File: config.mk
export PLATFORM = sky130hd
export DESIGN_NAME = power_event_gen
export DESIGN_NICKNAME = d
export VERILOG_FILES = /design/src/rtl/power_event_gen.sv
export SDC_FILE = /design/constraint.sdc
export NUM_CORES = 1
export LEC_CHECK = 0
export ABC_CLOCK_PERIOD_IN_PS = 2200
export CORE_MARGIN = 2
export CORE_UTILIZATION = 40
export DETAILED_ROUTE_END_ITERATION = 8
export GPL_TIMING_DRIVEN = 0
export PLACE_DENSITY = 0.72
export SYNTH_ARGS = -nofsm -noshare
export SYNTH_HDL_FRONTEND = slang
export SYNTH_SLANG_ARGS = --single-unit
File: constraint.sdc
create_clock -name clk -period 2.2 [get_ports clk]
set_input_delay 0.44 -clock clk [delete_from_list [all_inputs] [get_ports clk]]
set_output_delay 0.44 -clock clk [all_outputs]
set_load 0.02 [all_outputs]
File: src/rtl/power_event_gen.sv
// Power event generator: sleep interval timer, wake/shutdown pulses, radio and CPU idle monitors.
// Define WAKE_DEBOUNCE_EN to require ext_wake high for 4 consecutive cycles before it is accepted.
module power_event_gen (
  input  logic        clk,
  input  logic        reset,
  input  logic [1:0]  power_state,
  input  logic [15:0] conn_interval,
  input  logic [7:0]  idle_threshold,
  input  logic        ext_wake,
  input  logic        shutdown_req,
  input  logic        cpu_busy,
  input  logic        radio_busy,
  output logic        wakeup_event,
  output logic        radio_request,
  output logic        radio_idle,
  output logic        cpu_idle,
  output logic        timer_expired,
  output logic        shutdown_cmd,
  output logic [15:0] timer_count
);

  localparam int unsigned TW  = 16;
  localparam int unsigned CW  = 8;
  localparam int unsigned DBW = 3;

  localparam logic [1:0] PS_DEEPSLEEP = 2'b01;
  localparam logic [1:0] PS_SLEEP     = 2'b10;
  localparam logic [1:0] PS_ACTIVE    = 2'b11;

  logic [1:0]    prev_state;
  logic          shut_prev;
  logic          armed;
  logic [CW-1:0] radio_cnt;
  logic [CW-1:0] cpu_cnt;

  logic          is_sleep;
  logic          is_active;
  logic          shut_rise;
  logic          load_c;
  logic          expire_c;
  logic          enter_active;
  logic          wake_accept;
  logic [CW-1:0] thr;
  logic [CW-1:0] radio_inc;
  logic [CW-1:0] cpu_cnt_next;
  logic [TW-1:0] timer_next;

`ifdef WAKE_DEBOUNCE_EN
  logic [DBW-1:0] deb_cnt;
  logic [DBW-1:0] deb_next;

  // Count consecutive high cycles, saturating at 4; accept on the 3->4 step only.
  always_comb begin
    deb_next    = '0;
    wake_accept = 1'b0;
    if (ext_wake) begin
      deb_next    = (deb_cnt == DBW'(4)) ? deb_cnt : deb_cnt + DBW'(1);
      wake_accept = (deb_cnt == DBW'(3)) && !is_active;
    end
  end

  always_ff @(posedge clk) begin
    if (reset) deb_cnt <= ext_wake ? DBW'(4) : '0;
    else       deb_cnt <= deb_next;
  end
`else
  logic wake_prev;

  always_comb begin
    wake_accept = ext_wake && !wake_prev && !is_active;
  end

  always_ff @(posedge clk) begin
    wake_prev <= ext_wake;
  end
`endif

  // Event decode from current inputs against last-cycle levels.
  always_comb begin
    is_sleep     = (power_state == PS_SLEEP) || (power_state == PS_DEEPSLEEP);
    is_active    = (power_state == PS_ACTIVE);
    shut_rise    = shutdown_req && !shut_prev;
    load_c       = is_sleep && (prev_state == PS_ACTIVE);
    expire_c     = is_sleep && !load_c && (timer_count == TW'(1));
    enter_active = is_active && (prev_state != PS_ACTIVE);
    thr          = (idle_threshold == '0) ? CW'(1) : idle_threshold;
    radio_inc    = radio_cnt + CW'(1);
    cpu_cnt_next = '0;
    if (is_active && !cpu_busy)
      cpu_cnt_next = (cpu_cnt == '1) ? cpu_cnt : cpu_cnt + CW'(1);
    timer_next = '0;
    if (!shut_rise && is_sleep) begin
      if (load_c)                 timer_next = conn_interval;
      else if (timer_count != '0) timer_next = timer_count - TW'(1);
    end
  end

  always_ff @(posedge clk) begin
    if (reset) begin
      wakeup_event  <= 1'b0;
      radio_request <= 1'b0;
      radio_idle    <= 1'b0;
      cpu_idle      <= 1'b0;
      timer_expired <= 1'b0;
      shutdown_cmd  <= 1'b0;
      timer_count   <= '0;
      prev_state    <= power_state;
      shut_prev     <= shutdown_req;
      armed         <= 1'b0;
      radio_cnt     <= '0;
      cpu_cnt       <= '0;
    end else begin
      prev_state    <= power_state;
      shut_prev     <= shutdown_req;
      timer_count   <= timer_next;
      shutdown_cmd  <= shut_rise;
      timer_expired <= expire_c && !shut_rise;
      wakeup_event  <= (expire_c || wake_accept) && !shut_rise;
      radio_request <= enter_active && !shut_rise;
      cpu_cnt       <= cpu_cnt_next;
      cpu_idle      <= is_active && !cpu_busy && (cpu_cnt_next >= thr);
      radio_idle    <= 1'b0;
      // Radio monitor: armed by the request pulse, disarmed on idle or on leaving ACTIVE.
      if (enter_active && !shut_rise) begin
        armed     <= 1'b1;
        radio_cnt <= '0;
      end else if (armed && is_active) begin
        if (radio_busy) begin
          radio_cnt <= '0;
        end else if (radio_inc >= thr) begin
          radio_idle <= 1'b1;
          armed      <= 1'b0;
          radio_cnt  <= '0;
        end else begin
          radio_cnt <= radio_inc;
        end
      end else begin
        armed     <= 1'b0;
        radio_cnt <= '0;
      end
    end
  end

endmodule

==> flow_summary.html, run 1 <==
<table>
<tr><th>Metric</th><th>Value</th></tr>
<tr><th colspan="2">STA</th></tr>
<tr><td>RSZ-0062 raised after global routing</td><td>true</td></tr>
<tr><td>Final critical-path share of the clock period</td><td>102%</td></tr>
<tr><td>Setup ws final</td><td>-35.6 ps</td></tr>
<tr><td>Final number of setup-violating endpoints</td><td>1</td></tr>
<tr><td>Max_slew headroom</td><td>69.5%</td></tr>
<tr><td>Setup clock skew after layout</td><td>6.80 ps</td></tr>
<tr><td>Max Clk Rate</td><td>447 MHz</td></tr>
<tr><td>Fin crit period</td><td>2240 ps</td></tr>
<tr><td>Number of pins with negative max-slew slack in the final report</td><td>0</td></tr>
<tr><td>Worst Tran Pin Value</td><td>~460 ps</td></tr>
<tr><td>Final hold violation count</td><td>0</td></tr>
<tr><th colspan="2">Placement</th></tr>
<tr><td>Final Wtd Congestion</td><td>0.798</td></tr>
<tr><td>Cells after DPL</td><td>~380</td></tr>
<tr><td>Post-detailed-placement half-perimeter wirelength</td><td>between 3000 and 4000 um</td></tr>
<tr><td>Number of buffers added on ports</td><td>53</td></tr>
<tr><th colspan="2">Logic synthesis</th></tr>
<tr><td>Count of unique library cells instantiated by Yosys</td><td>46</td></tr>
<tr><td>Sequential-to-total area share from yosys stat</td><td>38.8%</td></tr>
<tr><td>Synthesis-stage register bit count</td><td>43</td></tr>
<tr><td>Post-synthesis instance area</td><td>2220 um2</td></tr>
<tr><td>Mean area per synthesized cell</td><td>around 8.8 um2</td></tr>
<tr><td>Number of enable flip-flop cells after synthesis</td><td>0</td></tr>
<tr><td>Yosys warnings</td><td>0</td></tr>
<tr><td>Synth area leaders</td><td>dfxtp_1, ha_1, xnor2_1</td></tr>
<tr><td>Most frequent cell after synthesis</td><td>dfxtp_1</td></tr>
<tr><td>Fraction of synthesis flops using an asynchronous set or reset pin</td><td>0%</td></tr>
<tr><td>Leading cell types by count after synthesis</td><td>dfxtp_1, nor2_1, nand2_1</td></tr>
<tr><td>Number of standard cells after synthesis</td><td>251</td></tr>
<tr><td>Total nets after synthesis</td><td>between 300 and 400</td></tr>
<tr><td>Most used flip-flop cell after synthesis</td><td>dfxtp_1</td></tr>
<tr><td>Most area-hungry cell type in the Yosys netlist</td><td>dfxtp_1</td></tr>
<tr><td>Portion of synthesized cell area occupied by the leading cell type</td><td>38.8%</td></tr>
<tr><th colspan="2">Worst setup path</th></tr>
<tr><td>Crit Path Category</td><td>reg2reg</td></tr>
<tr><td>Critical path capture point type</td><td>register</td></tr>
<tr><td>Worst Path Arrival</td><td>2420 ps</td></tr>
<tr><td>Cell breakdown of the critical path</td><td>ha_4 &gt; and2_4 &gt; and4_4 &gt; xnor2_1 &gt; nand2b_1 &gt; ha_1 &gt; nor3b_2 &gt; o21a_1 &gt; o21ai_1 &gt; a21oi_1 &gt; nor2_1</td></tr>
<tr><td>Crit path required time</td><td>between 2000 and 2500 ps</td></tr>
<tr><td>Biggest cell delay along the critical path</td><td>380 ps</td></tr>
<tr><td>Peak fanout along the critical path</td><td>4</td></tr>
<tr><td>Critical path's slowest cell</td><td>dfxtp_4</td></tr>
<tr><td>Startpoint type of the worst setup path</td><td>register</td></tr>
<tr><th colspan="2">Global route</th></tr>
<tr><td>Maximum number of pins on one net before global-route repair</td><td>14</td></tr>
<tr><td>Initial antenna violation count</td><td>0</td></tr>
<tr><td>First-pass GRT wire length</td><td>9100 um</td></tr>
<tr><td>Combined global-route utilization of all metal layers</td><td>18.6%</td></tr>
<tr><td>Vias in the first global route</td><td>2002</td></tr>
<tr><td>Remaining Overflow, GRT</td><td>0</td></tr>
<tr><th colspan="2">Floorplanning</th></tr>
<tr><td>Cell Rows</td><td>27</td></tr>
<tr><td>Core area</td><td>5440 um2</td></tr>
<tr><td>Effective utilization at floorplan</td><td>40.7%</td></tr>
<tr><td>Die width</td><td>about 78 um</td></tr>
<tr><td>Die Outline Area</td><td>6150 um2</td></tr>
<tr><td>Die Y-Extent</td><td>78.4 um</td></tr>
<tr><td>I/O pin total</td><td>between 50 and 60</td></tr>
<tr><th colspan="2">Clocking</th></tr>
<tr><td>CTS tree</td><td>done</td></tr>
<tr><td>Clock slew at the register clock pins of the worst setup and hold paths</td><td>80 ps</td></tr>
<tr><td>Clock buffer depth</td><td>2</td></tr>
<tr><td>CTS H-tree lvls</td><td>2</td></tr>
<tr><td>Buffer type at the clock tree root</td><td>clkbuf_8</td></tr>
<tr><td>TritonCTS Buffers</td><td>5</td></tr>
<tr><td>TritonCTS Sinks</td><td>43</td></tr>
<tr><td>Post-CTS Hold Buffers</td><td>0</td></tr>
<tr><td>Clock latency on the worst-skew pair</td><td>approximately 290 ps</td></tr>
<tr><th colspan="2">Pwr</th></tr>
<tr><td>Largest vdd supply drop</td><td>roughly 0.51 mV</td></tr>
<tr><td>Power per cell area</td><td>approximately 700 nW/um2</td></tr>
<tr><td>Overall power after layout</td><td>2240 uW</td></tr>
<tr><td>Static leakage</td><td>0.00131 uW</td></tr>
<tr><th colspan="2">Layout</th></tr>
<tr><td>Filler instances</td><td>462</td></tr>
<tr><td>Layout net count</td><td>~380</td></tr>
<tr><td>Ant. Diodes</td><td>0</td></tr>
<tr><td>Post-route insts no fill</td><td>397</td></tr>
<tr><td>Share of layout cells above drive strength 1</td><td>22.2%</td></tr>
<tr><td>Synthesis-to-layout area growth</td><td>46.9%</td></tr>
<tr><th colspan="2">Drt</th></tr>
<tr><td>Drc violations</td><td>0</td></tr>
<tr><td>Count of vias placed by the detailed router</td><td>2005</td></tr>
<tr><td>Vias per std cell</td><td>5.05</td></tr>
<tr><td>DR pass1 iterations</td><td>4</td></tr>
<tr><td>Routed wire length per instance</td><td>about 14 um</td></tr>
<tr><td>Residual antenna-violating net count after detailed routing</td><td>0</td></tr>
<tr><td>Starting DRC count in detailed routing</td><td>37</td></tr>
<tr><td>Total wire length</td><td>roughly 5500 um</td></tr>
<tr><th colspan="2">Outcome</th></tr>
<tr><td>Result of the run</td><td>finished, violations left</td></tr>
<tr><td>Violated checks</td><td>negative setup slack</td></tr>
<tr><th colspan="2">Min path</th></tr>
<tr><td>Worst min-delay path category</td><td>reg2reg</td></tr>
<tr><th colspan="2">Run</th></tr>
<tr><td>Max capacitance violation total</td><td>0</td></tr>
</table>
[layout by cell type (no fill, tap or decap), types with 3 or more instances in the layout]
master,instances
inv_1,7
o21ai_1,4
nor2b_1,10
xnor2_1,12
dfxtp_2,3
nor2_4,3
clkbuf_2,3
dfxtp_4,4
nand2_1,26
nor4_1,3
clkdlybuf4s50_1,45
nand3_1,7
dfxtp_1,36
xor2_1,6
dlymetal6s2s_1,4
nor2_1,24
buf_4,14
clkinv_2,3
clkbuf_8,5
nor3_1,6
a21oi_1,6
o21ai_0,15
ha_1,18
nand2b_1,3
inv_2,3
[worst paths after layout]
check / startpoint / end / slack (ps) / depth (start not counted)
worst max-delay path: cpu_cnt[1] / cpu_idle / -40 / 11
worst min-delay path: armed / armed / 510 / 2
worst max register to register: cpu_cnt[1] / cpu_idle / -40 / 11
worst min register to register: armed / armed / 510 / 2
[cell families (layout without fill, tap and decap cells)]
kind of cell,after synthesis,count (layout),share of synthesized area [%]
AOI/OAI and AO/OA,40,40,11.2
xor gates and xnor gates,20,20,7.91
adders and majority gates,21,21,11.9
buffers and inverters,14,88,2.43
DFF,43,43,38.8
muxes,4,4,1.86
and+or+nand+nor,109,109,25.9
[cell type report]
type	count	area (um2)	area share (%)
Sequential cell	43	880	27.0
Buffer	3	12.5	0.384
Clock inverter	3	15.0	0.461
Clock buffer	5	68.8	2.11
Tap cell	72	90.1	2.77
Multi-Input combinational cell	194	1520	46.7
Timing Repair Buffer	67	631	19.4
Inverter	10	37.5	1.15
[stage by stage]
stage	hold slack [ps]	util [%]	TNS (ps)	setup slack, ps	instance area (um2)
floorplan	441	-	0	2.47	2220
finish	513	59.9	-35.6	-35.6	3260
CTS	511	56.9	-1.10	-1.10	3090
detailed placement	474	52.2	-14370	-718	2840
global placement	467	52.2	-14260	-673	2840
global route	550	59.9	-441	-150	3260
[flip-flops by register name, indices dropped and copies added, names as in the netlist]
| signal | count |
|---|---|
| timer_count | 16 |
| cpu_cnt | 8 |
| radio_cnt | 8 |
| prev_state | 2 |
| armed | 1 |
| cpu_idle | 1 |
| radio_idle | 1 |
| radio_request | 1 |
| shut_prev | 1 |
| shutdown_cmd | 1 |
| timer_expired | 1 |
| wake_prev | 1 |
| wakeup_event | 1 |
[per-layer routing]
| layer | share of wire [%] | wire [um] | track usage, % | up-vias |
|---|---|---|---|---|
| li1 | - | - | - | 1021 |
| met1 | 42 | 2340 | 22.6 | 911 |
| met2 | 49 | 2740 | 32.2 | 61 |
| met3 | 6.1 | 336 | 5.29 | 12 |
| met4 | 2.5 | 136 | 5.09 | 0 |
| met5 | 0 | 0 | 0 | - |
[worst max-delay path: cells and delay by family, from the launching register on]
family	cells	cell delay [ps]
AND/OR/NAND/NOR	5	780
AO/OA/AOI/OAI	3	350
adder cells (fa/ha/maj)	2	440
XOR/XNOR	1	170
flip-flops	1	380
[report_power, final]
group	switching [uW]	leakage, uW	internal [uW]	total [uW]
Sequential	83.7	0.000355	833	917
Combinational	417	0.000912	420	837
Clock	268	0.0000477	217	485
[what timing repair did]
action | CTS | global route
endpoints found under the setup margin | 21 | 21
resized for setup | 36 | 36
pin swaps | 11 | 19
buffers inserted | 7 | 7
Power figures use the tool's default switching activity.
==> run 2: changes to the inputs <==
--- a/config.mk
+++ b/config.mk
@@ -5,12 +5,12 @@
 export SDC_FILE = /design/constraint.sdc
 export NUM_CORES = 1
 export LEC_CHECK = 0
-export ABC_CLOCK_PERIOD_IN_PS = 2200
+export ABC_CLOCK_PERIOD_IN_PS = 2100
 export CORE_MARGIN = 2
 export CORE_UTILIZATION = 40
 export DETAILED_ROUTE_END_ITERATION = 8
 export GPL_TIMING_DRIVEN = 0
-export PLACE_DENSITY = 0.72
+export PLACE_DENSITY = 0.7
 export SYNTH_ARGS = -nofsm -noshare
 export SYNTH_HDL_FRONTEND = slang
 export SYNTH_SLANG_ARGS = --single-unit
==> constraint.sdc (replaced) <==
create_clock -name clk -period 2.1 [get_ports clk]
set_input_delay 0.42 -clock clk [delete_from_list [all_inputs] [get_ports clk]]
set_output_delay 0.42 -clock clk [all_outputs]
set_load 0.02 [all_outputs]
==> run 2 against run 1 <==
Compared with the run above: the flow still finishes with violations (negative setup slack); global-route usage decreased by 0.19 points; routed wire length shrank 1.9%; critical endpoint unchanged; utilization rose by 1.3 points; worst hold slack worse by 5.8 ps; clock power rose by 59%; total power grew 16%; critical path type unchanged; via count increased by 1.0%; setup slack got worse by 33 ps.
==> flow_summary.html, run 2 (synthesis results as in run 1) <==
<table>
<tr><th>Metric</th><th>Value</th></tr>
<tr><th colspan="2">Min path</th></tr>
<tr><td>Min-Delay Path Depth</td><td>2</td></tr>
<tr><td>Worst min-delay path category</td><td>reg2reg</td></tr>
<tr><th colspan="2">Outcome</th></tr>
<tr><td>Violated checks</td><td>negative setup slack</td></tr>
<tr><td>Result of the run</td><td>finished, violations left</td></tr>
<tr><th colspan="2">Pwr</th></tr>
<tr><td>Power per cell area</td><td>784 nW/um2</td></tr>
<tr><td>Proportion of total power due to net switching</td><td>31.2%</td></tr>
<tr><td>Fraction of power consumed by the clock network</td><td>29.6%</td></tr>
<tr><td>Relative contribution of combinational cells to total power</td><td>33.7%</td></tr>
<tr><td>Reg power frac</td><td>36.7%</td></tr>
<tr><td>Largest vdd supply drop</td><td>roughly 0.53 mV</td></tr>
<tr><td>Net Sw Power</td><td>814 uW</td></tr>
<tr><td>Total internal power</td><td>approximately 1800 uW</td></tr>
<tr><td>Static leakage</td><td>0.00131 uW</td></tr>
<tr><th colspan="2">Worst setup path</th></tr>
<tr><td>Peak fanout along the critical path</td><td>3</td></tr>
<tr><td>Worst Path Arrival</td><td>2360 ps</td></tr>
<tr><td>Stages on worst setup path</td><td>12</td></tr>
<tr><td>Cell breakdown of the critical path</td><td>ha_4 &gt; and2_4 &gt; and4_4 &gt; nor2_4 &gt; o2bb2ai_2 &gt; nor2_1 &gt; ha_1 &gt; a21o_1 &gt; a21oi_1 &gt; o21ai_1 &gt; a21oi_1 &gt; nor2_1</td></tr>
<tr><td>Startpoint type of the worst setup path</td><td>register</td></tr>
<tr><td>Biggest cell delay along the critical path</td><td>360 ps</td></tr>
<tr><td>Critical path's slowest cell</td><td>dfxtp_2</td></tr>
<tr><td>Crit path required time</td><td>2290 ps</td></tr>
<tr><td>Crit Path Category</td><td>reg2reg</td></tr>
<tr><td>Critical path capture point type</td><td>register</td></tr>
<tr><td>Worst-case reg-to-reg path depth</td><td>12</td></tr>
<tr><td>Cell class contributing the biggest share of worst-path delay</td><td>simple AND/OR/NAND/NOR gates</td></tr>
<tr><td>Total buffers and inverters traversed by the critical path</td><td>0</td></tr>
<tr><th colspan="2">Floorplanning</th></tr>
<tr><td>I/O pin total</td><td>54</td></tr>
<tr><td>Cell Rows</td><td>27</td></tr>
<tr><td>Effective utilization at floorplan</td><td>40.7%</td></tr>
<tr><td>Die Y-Extent</td><td>roughly 78 um</td></tr>
<tr><td>Die Outline Area</td><td>between 6000 and 7000 um2</td></tr>
<tr><td>Core area</td><td>5440 um2</td></tr>
<tr><td>Die width</td><td>78.4 um</td></tr>
<tr><th colspan="2">STA</th></tr>
<tr><td>Final hold violation count</td><td>0</td></tr>
<tr><td>Final number of setup-violating endpoints</td><td>9</td></tr>
<tr><td>Max Clk Rate</td><td>461 MHz</td></tr>
<tr><td>Number of pins with negative max-slew slack in the final report</td><td>0</td></tr>
<tr><td>Fin crit period</td><td>about 2200 ps</td></tr>
<tr><td>Setup ws final</td><td>-68.6 ps</td></tr>
<tr><td>Setup clock skew after layout</td><td>10.4 ps</td></tr>
<tr><td>Worst Tran Pin Value</td><td>444 ps</td></tr>
<tr><td>Final critical-path share of the clock period</td><td>103%</td></tr>
<tr><td>RSZ-0062 raised after global routing</td><td>true</td></tr>
<tr><td>Max_slew headroom</td><td>between 70% and 80%</td></tr>
<tr><th colspan="2">Drt</th></tr>
<tr><td>Total wire length</td><td>about 5400 um</td></tr>
<tr><td>DR pass1 iterations</td><td>4</td></tr>
<tr><td>Drc violations</td><td>0</td></tr>
<tr><td>Starting DRC count in detailed routing</td><td>49</td></tr>
<tr><td>Count of vias placed by the detailed router</td><td>2025</td></tr>
<tr><td>Vias per std cell</td><td>5.11</td></tr>
<tr><td>Residual antenna-violating net count after detailed routing</td><td>0</td></tr>
<tr><td>Routed wire length per instance</td><td>13.7 um</td></tr>
<tr><th colspan="2">Layout</th></tr>
<tr><td>Post-route insts no fill</td><td>396</td></tr>
<tr><td>Multi-input gate area in the final layout</td><td>1560 um2</td></tr>
<tr><td>Largest register FFs</td><td>16</td></tr>
<tr><td>Biggest register</td><td>timer_count</td></tr>
<tr><td>Registers with the most flip-flops</td><td>timer_count (16), cpu_cnt (8), radio_cnt (8)</td></tr>
<tr><td>Area of all placed cells without fillers</td><td>3320 um2</td></tr>
<tr><td>Storage element area</td><td>880 um2</td></tr>
<tr><td>Most common library cell in the layout ignoring fill and taps</td><td>clkdlybuf4s50_1</td></tr>
<tr><td>Most frequent cells in the layout</td><td>clkdlybuf4s50_1, dfxtp_1, nand2_1, nor2_1, ha_1</td></tr>
<tr><td>Ant. Diodes</td><td>0</td></tr>
<tr><td>Share of layout cells above drive strength 1</td><td>24.4%</td></tr>
<tr><td>Synthesis-to-layout area growth</td><td>50.0%</td></tr>
<tr><td>Core utilization of the finished layout</td><td>between 60 and 70%</td></tr>
<tr><td>Filler instances</td><td>463</td></tr>
<tr><td>Layout net count</td><td>between 300 and 400</td></tr>
<tr><th colspan="2">Placement</th></tr>
<tr><td>Number of buffers added on ports</td><td>between 50 and 60</td></tr>
<tr><td>Post-detailed-placement half-perimeter wirelength</td><td>3780 um</td></tr>
<tr><td>Dpl cell area</td><td>between 2000 and 3000 um2</td></tr>
<tr><td>Pre-CTS setup slack</td><td>-804 ps</td></tr>
<tr><td>Cells after DPL</td><td>376</td></tr>
<tr><td>Final Wtd Congestion</td><td>0.777</td></tr>
<tr><th colspan="2">Clocking</th></tr>
<tr><td>Clock slew at the register clock pins of the worst setup and hold paths</td><td>approximately 80 ps</td></tr>
<tr><td>Clock latency on the worst-skew pair</td><td>310 ps</td></tr>
<tr><td>Clock buffer depth</td><td>2</td></tr>
<tr><td>TritonCTS Sinks</td><td>43</td></tr>
<tr><td>CTS tree</td><td>done</td></tr>
<tr><td>TritonCTS Buffers</td><td>5</td></tr>
<tr><td>CTS H-tree lvls</td><td>2</td></tr>
<tr><td>Post-CTS Hold Buffers</td><td>0</td></tr>
<tr><td>Buffer type at the clock tree root</td><td>clkbuf_8</td></tr>
<tr><th colspan="2">Global route</th></tr>
<tr><td>Remaining Overflow, GRT</td><td>0</td></tr>
<tr><td>Initial antenna violation count</td><td>0</td></tr>
<tr><td>Vias in the first global route</td><td>1996</td></tr>
<tr><td>Maximum number of pins on one net before global-route repair</td><td>14</td></tr>
<tr><td>First-pass GRT wire length</td><td>9040 um</td></tr>
<tr><td>Combined global-route utilization of all metal layers</td><td>18.4%</td></tr>
<tr><th colspan="2">Run</th></tr>
<tr><td>Max capacitance violation total</td><td>0</td></tr>
</table>
==> run 2: cell count changes in the layout (fill, tap and decap cells not counted), moves of 3 or more <==
cell	change
dlygate4sd2_1	+3
dfxtp_2	+3
dlymetal6s2s_1	-3
clkinv_2	-3
==> run 2: area by class of cell <==
cell class | instances | area share, %
clock inverters | 2 | 1.81
well taps | 72 | 2.71
inverters | 10 | 1.13
clock buffers | 6 | 2.18
multi-input cells | 194 | 46.9
repair buffers | 66 | 18.4
flip-flops and latches | 43 | 26.5
plain buffers | 3 | 0.414
==> run 2: final timing paths <==
path	start	to	slack (ps)
setup / recovery	cpu_cnt[1]	cpu_idle	-70
hold / removal	armed	armed	510
setup reg to reg	cpu_cnt[1]	cpu_idle	-70
hold reg to reg	armed	armed	510
==> run 2: worst min-delay path, stage by stage, from the launching register on <==
cell      delay, ps
dfxtp_1         300
nand3b_1         90
o21bai_1         70
==> run 2: power groups by stage <==
| stage | Combinational (uW) | Clock, uW | Sequential, uW |
|---|---|---|---|
| after CTS | 880 | 778 | 960 |
| after global placement | 841 | 0 | 978 |
| final | 879 | 771 | 958 |
| after global routing | 973 | 807 | 969 |
| after floorplan | 518 | 0 | 1030 |
| after detailed placement | 855 | 0 | 977 |
==> run 2: routing by layer <==
metal  track usage, %  wire, um  up-vias
met5                0         0        -
met4             7.54       125        0
met3             3.79       266        9
met2             30.9      2610       50
met1             23.0      2440      943
li1                 -         -     1023
==> run 2: repair_timing <==
action | 4_1_cts | 5_1_grt
pin swaps | 22 | 23
setup buffers | 8 | 5
endpoints found under the setup margin | 27 | 23
resized for setup | 50 | 25
==> run 2: stage by stage <==
step | hold WS, ps | setup TNS, ps | power (uW)
6_report | 507 | -197 | 2610
5_1_grt | 536 | -1450 | 2750
4_1_cts | 503 | -30.3 | 2620
3_5_place_dp | 490 | -17530 | 1830
3_3_place_gp | 468 | -16150 | 1820
2_1_floorplan | 441 | -12.1 | 1550
==> run 3: changes to the inputs <==
--- a/config.mk
+++ b/config.mk
@@ -8,6 +8,7 @@
 export ABC_CLOCK_PERIOD_IN_PS = 2100
 export CORE_MARGIN = 2
 export CORE_UTILIZATION = 40
+export CTS_BUF_LIST = sky130_fd_sc_hd__clkbuf_16
 export DETAILED_ROUTE_END_ITERATION = 8
 export GPL_TIMING_DRIVEN = 0
 export PLACE_DENSITY = 0.7
==> run 3 against run 2 <==
Compared with the run above: the run still ends with negative setup slack left; non-clock buffer count is 1 higher; combinational power is 0.8% higher; clock power is 29% higher; sequential cell count stayed put; clock-buffer cell count is 1 lower; setup slack better by 37 ps; routed wire length is 2.3% higher; clock skew is 3.3 ps lower; largest cell class unchanged; largest power group is now the clock network; highest routed layer unchanged.
==> flow_summary.html, run 3 (synthesis results as in run 1) <==
<table>
<tr><th>Metric</th><th>Value</th></tr>
<tr><th colspan="2">Outcome</th></tr>
<tr><td>Result of the run</td><td>finished, violations left</td></tr>
<tr><td>Violated checks</td><td>negative setup slack</td></tr>
<tr><th colspan="2">Floorplanning</th></tr>
<tr><td>Die Outline Area</td><td>6150 um2</td></tr>
<tr><td>Effective utilization at floorplan</td><td>40.7%</td></tr>
<tr><td>Core area</td><td>5440 um2</td></tr>
<tr><td>Die Y-Extent</td><td>78.4 um</td></tr>
<tr><td>Cell Rows</td><td>27</td></tr>
<tr><td>Die width</td><td>78.4 um</td></tr>
<tr><td>I/O pin total</td><td>54</td></tr>
<tr><th colspan="2">Worst setup path</th></tr>
<tr><td>Critical path's slowest cell</td><td>dfxtp_2</td></tr>
<tr><td>Peak fanout along the critical path</td><td>3</td></tr>
<tr><td>Critical path capture point type</td><td>register</td></tr>
<tr><td>Crit Reg-Reg Startpoint</td><td>cpu_cnt[1]</td></tr>
<tr><td>Biggest cell delay along the critical path</td><td>350 ps</td></tr>
<tr><td>Worst reg-to-reg setup slack</td><td>-30 ps</td></tr>
<tr><td>Stages on worst setup path</td><td>11</td></tr>
<tr><td>Worst Path Arrival</td><td>2350 ps</td></tr>
<tr><td>Cell class contributing the biggest share of worst-path delay</td><td>simple AND/OR/NAND/NOR gates</td></tr>
<tr><td>Total buffers and inverters traversed by the critical path</td><td>0</td></tr>
<tr><td>Crit path required time</td><td>2320 ps</td></tr>
<tr><td>Crit Path Category</td><td>reg2reg</td></tr>
<tr><td>Cell breakdown of the critical path</td><td>ha_4 &gt; and2_4 &gt; and4_4 &gt; mux2i_2 &gt; nor2_1 &gt; ha_2 &gt; o21ai_2 &gt; o21a_1 &gt; o21ai_1 &gt; a21oi_1 &gt; nor2_1</td></tr>
<tr><td>Startpoint type of the worst setup path</td><td>register</td></tr>
<tr><td>Top cell by count, worst path</td><td>nor2_1</td></tr>
<tr><td>Endpoint of the lowest-slack register-to-register path</td><td>cpu_idle</td></tr>
<tr><td>Worst-case reg-to-reg path depth</td><td>11</td></tr>
<tr><th colspan="2">Global route</th></tr>
<tr><td>Remaining Overflow, GRT</td><td>0</td></tr>
<tr><td>First-pass GRT wire length</td><td>9320 um</td></tr>
<tr><td>Maximum number of pins on one net before global-route repair</td><td>14</td></tr>
<tr><td>Combined global-route utilization of all metal layers</td><td>between 10% and 20%</td></tr>
<tr><td>Initial antenna violation count</td><td>0</td></tr>
<tr><td>Vias in the first global route</td><td>2013</td></tr>
<tr><th colspan="2">STA</th></tr>
<tr><td>Setup clock skew after layout</td><td>7.15 ps</td></tr>
<tr><td>RSZ-0062 raised after global routing</td><td>true</td></tr>
<tr><td>Fin crit period</td><td>2130 ps</td></tr>
<tr><td>Max Clk Rate</td><td>around 470 MHz</td></tr>
<tr><td>Final hold violation count</td><td>0</td></tr>
<tr><td>Final critical-path share of the clock period</td><td>102%</td></tr>
<tr><td>Setup ws final</td><td>-31.5 ps</td></tr>
<tr><td>Final number of setup-violating endpoints</td><td>10</td></tr>
<tr><td>Accumulated negative setup slack</td><td>-181 ps</td></tr>
<tr><td>Worst Tran Pin Value</td><td>451 ps</td></tr>
<tr><td>Max_slew headroom</td><td>69.8%</td></tr>
<tr><td>Number of pins with negative max-slew slack in the final report</td><td>0</td></tr>
<tr><th colspan="2">Clocking</th></tr>
<tr><td>TritonCTS Sinks</td><td>43</td></tr>
<tr><td>Post-CTS Hold Buffers</td><td>0</td></tr>
<tr><td>CTS H-tree lvls</td><td>2</td></tr>
<tr><td>Clock slew at the register clock pins of the worst setup and hold paths</td><td>roughly 60 ps</td></tr>
<tr><td>Clock buffer depth</td><td>2</td></tr>
<tr><td>TritonCTS Buffers</td><td>5</td></tr>
<tr><td>CTS tree</td><td>done</td></tr>
<tr><td>Clock latency on the worst-skew pair</td><td>290 ps</td></tr>
<tr><td>Buffer type at the clock tree root</td><td>clkbuf_16</td></tr>
<tr><th colspan="2">Drt</th></tr>
<tr><td>Count of vias placed by the detailed router</td><td>2014</td></tr>
<tr><td>Routed wire length per instance</td><td>14.0 um</td></tr>
<tr><td>Residual antenna-violating net count after detailed routing</td><td>0</td></tr>
<tr><td>Total wire length</td><td>5570 um</td></tr>
<tr><td>Vias per std cell</td><td>5.07</td></tr>
<tr><td>Starting DRC count in detailed routing</td><td>56</td></tr>
<tr><td>Drc violations</td><td>0</td></tr>
<tr><td>DR pass1 iterations</td><td>4</td></tr>
<tr><th colspan="2">Pwr</th></tr>
<tr><td>Static leakage</td><td>0.00134 uW</td></tr>
<tr><td>Largest vdd supply drop</td><td>0.457 mV</td></tr>
<tr><td>Power per cell area</td><td>about 840 nW/um2</td></tr>
<tr><td>Overall power after layout</td><td>2840 uW</td></tr>
<tr><th colspan="2">Min path</th></tr>
<tr><td>Endpoint with the worst hold slack</td><td>armed</td></tr>
<tr><td>Worst min-delay path category</td><td>reg2reg</td></tr>
<tr><td>Worst Hold Launch</td><td>armed</td></tr>
<tr><td>Min-Delay Path Depth</td><td>2</td></tr>
<tr><th colspan="2">Placement</th></tr>
<tr><td>Final Wtd Congestion</td><td>just under 0.8</td></tr>
<tr><td>Pre-CTS setup slack</td><td>-804 ps</td></tr>
<tr><td>Post-detailed-placement half-perimeter wirelength</td><td>roughly 3800 um</td></tr>
<tr><td>Number of buffers added on ports</td><td>53</td></tr>
<tr><th colspan="2">Layout</th></tr>
<tr><td>Registers with the most flip-flops</td><td>timer_count (16), cpu_cnt (8), radio_cnt (8)</td></tr>
<tr><td>Largest register FFs</td><td>16</td></tr>
<tr><td>Core utilization of the finished layout</td><td>62.2%</td></tr>
<tr><td>Synthesis-to-layout area growth</td><td>52.6%</td></tr>
<tr><td>Ant. Diodes</td><td>0</td></tr>
<tr><td>Most frequent cells in the layout</td><td>clkdlybuf4s50_1, dfxtp_1, nand2_1, nor2_1, ha_1</td></tr>
<tr><td>Layout net count</td><td>~380</td></tr>
<tr><td>Biggest register</td><td>timer_count</td></tr>
<tr><td>Share of layout cells above drive strength 1</td><td>24.6%</td></tr>
<tr><td>Most common library cell in the layout ignoring fill and taps</td><td>clkdlybuf4s50_1</td></tr>
<tr><th colspan="2">Run</th></tr>
<tr><td>Max capacitance violation total</td><td>0</td></tr>
</table>
run 3: how the worst max path moves through the flow:
stage	start	to	slack [ps]
3_3_place_gp	power_state[0]	timer_count[14]	-750
6_report	cpu_cnt[1]	cpu_idle	-30
4_1_cts	cpu_cnt[1]	cpu_idle	-30
3_5_place_dp	power_state[0]	timer_count[14]	-800
5_1_grt	radio_cnt[3]	radio_cnt[4]	-140
2_1_floorplan	cpu_cnt[0]	cpu_idle	-10
run 3: what timing repair did:
item | in CTS | in global routing
endpoints found under the hold margin | 0 | 0
buffers inserted | 8 | 6
gates resized for setup | 50 | 25
pin swaps | 22 | 19
setup endpoints to repair | 27 | 23
run 3: worst reg2reg max path, delay by kind of cell (launching register included):
| family | cells | cell delay [ps] |
|---|---|---|
| AOI/OAI and AO/OA | 4 | 430 |
| adders and majority gates | 2 | 460 |
| DFF | 1 | 350 |
| muxes | 1 | 260 |
| and+or+nand+nor | 4 | 570 |
run 3: report_power, final:
group          leakage [uW]  switching (uW)  internal (uW)
sequential         0.000355            84.6            875
clock             0.0000952             315            677
combinational      0.000891             443            444
total               0.00134             842           2000
run 3: metal layers:
metal | track usage [%] | routed length [um] | vias up
li1 | - | - | 1024
met1 | 24.6 | 2520 | 938
met2 | 30.7 | 2690 | 45
met3 | 5.40 | 270 | 7
met4 | 7.02 | 83 | 0
met5 | 0 | 0 | -
run 3: area by class of cell:
| type | count | area, um2 |
|---|---|---|
| Sequential cell | 43 | 880 |
| Inverter | 10 | 37.5 |
| Buffer | 3 | 13.8 |
| Tap cell | 72 | 90.1 |
| Multi-Input combinational cell | 194 | 1550 |
| Timing Repair Buffer | 67 | 621 |
| Clock inverter | 3 | 63.8 |
| Fill cell | 459 | 2060 |
| Clock buffer | 5 | 125 |
run 3: metrics by stage:
step	instances	area [um2]	hold WS, ps
after global placement	376	2860	468
after global routing	397	3380	545
after CTS	391	3260	499
after floorplan	251	2240	441
after detailed placement	376	2860	490
final	397	3380	512
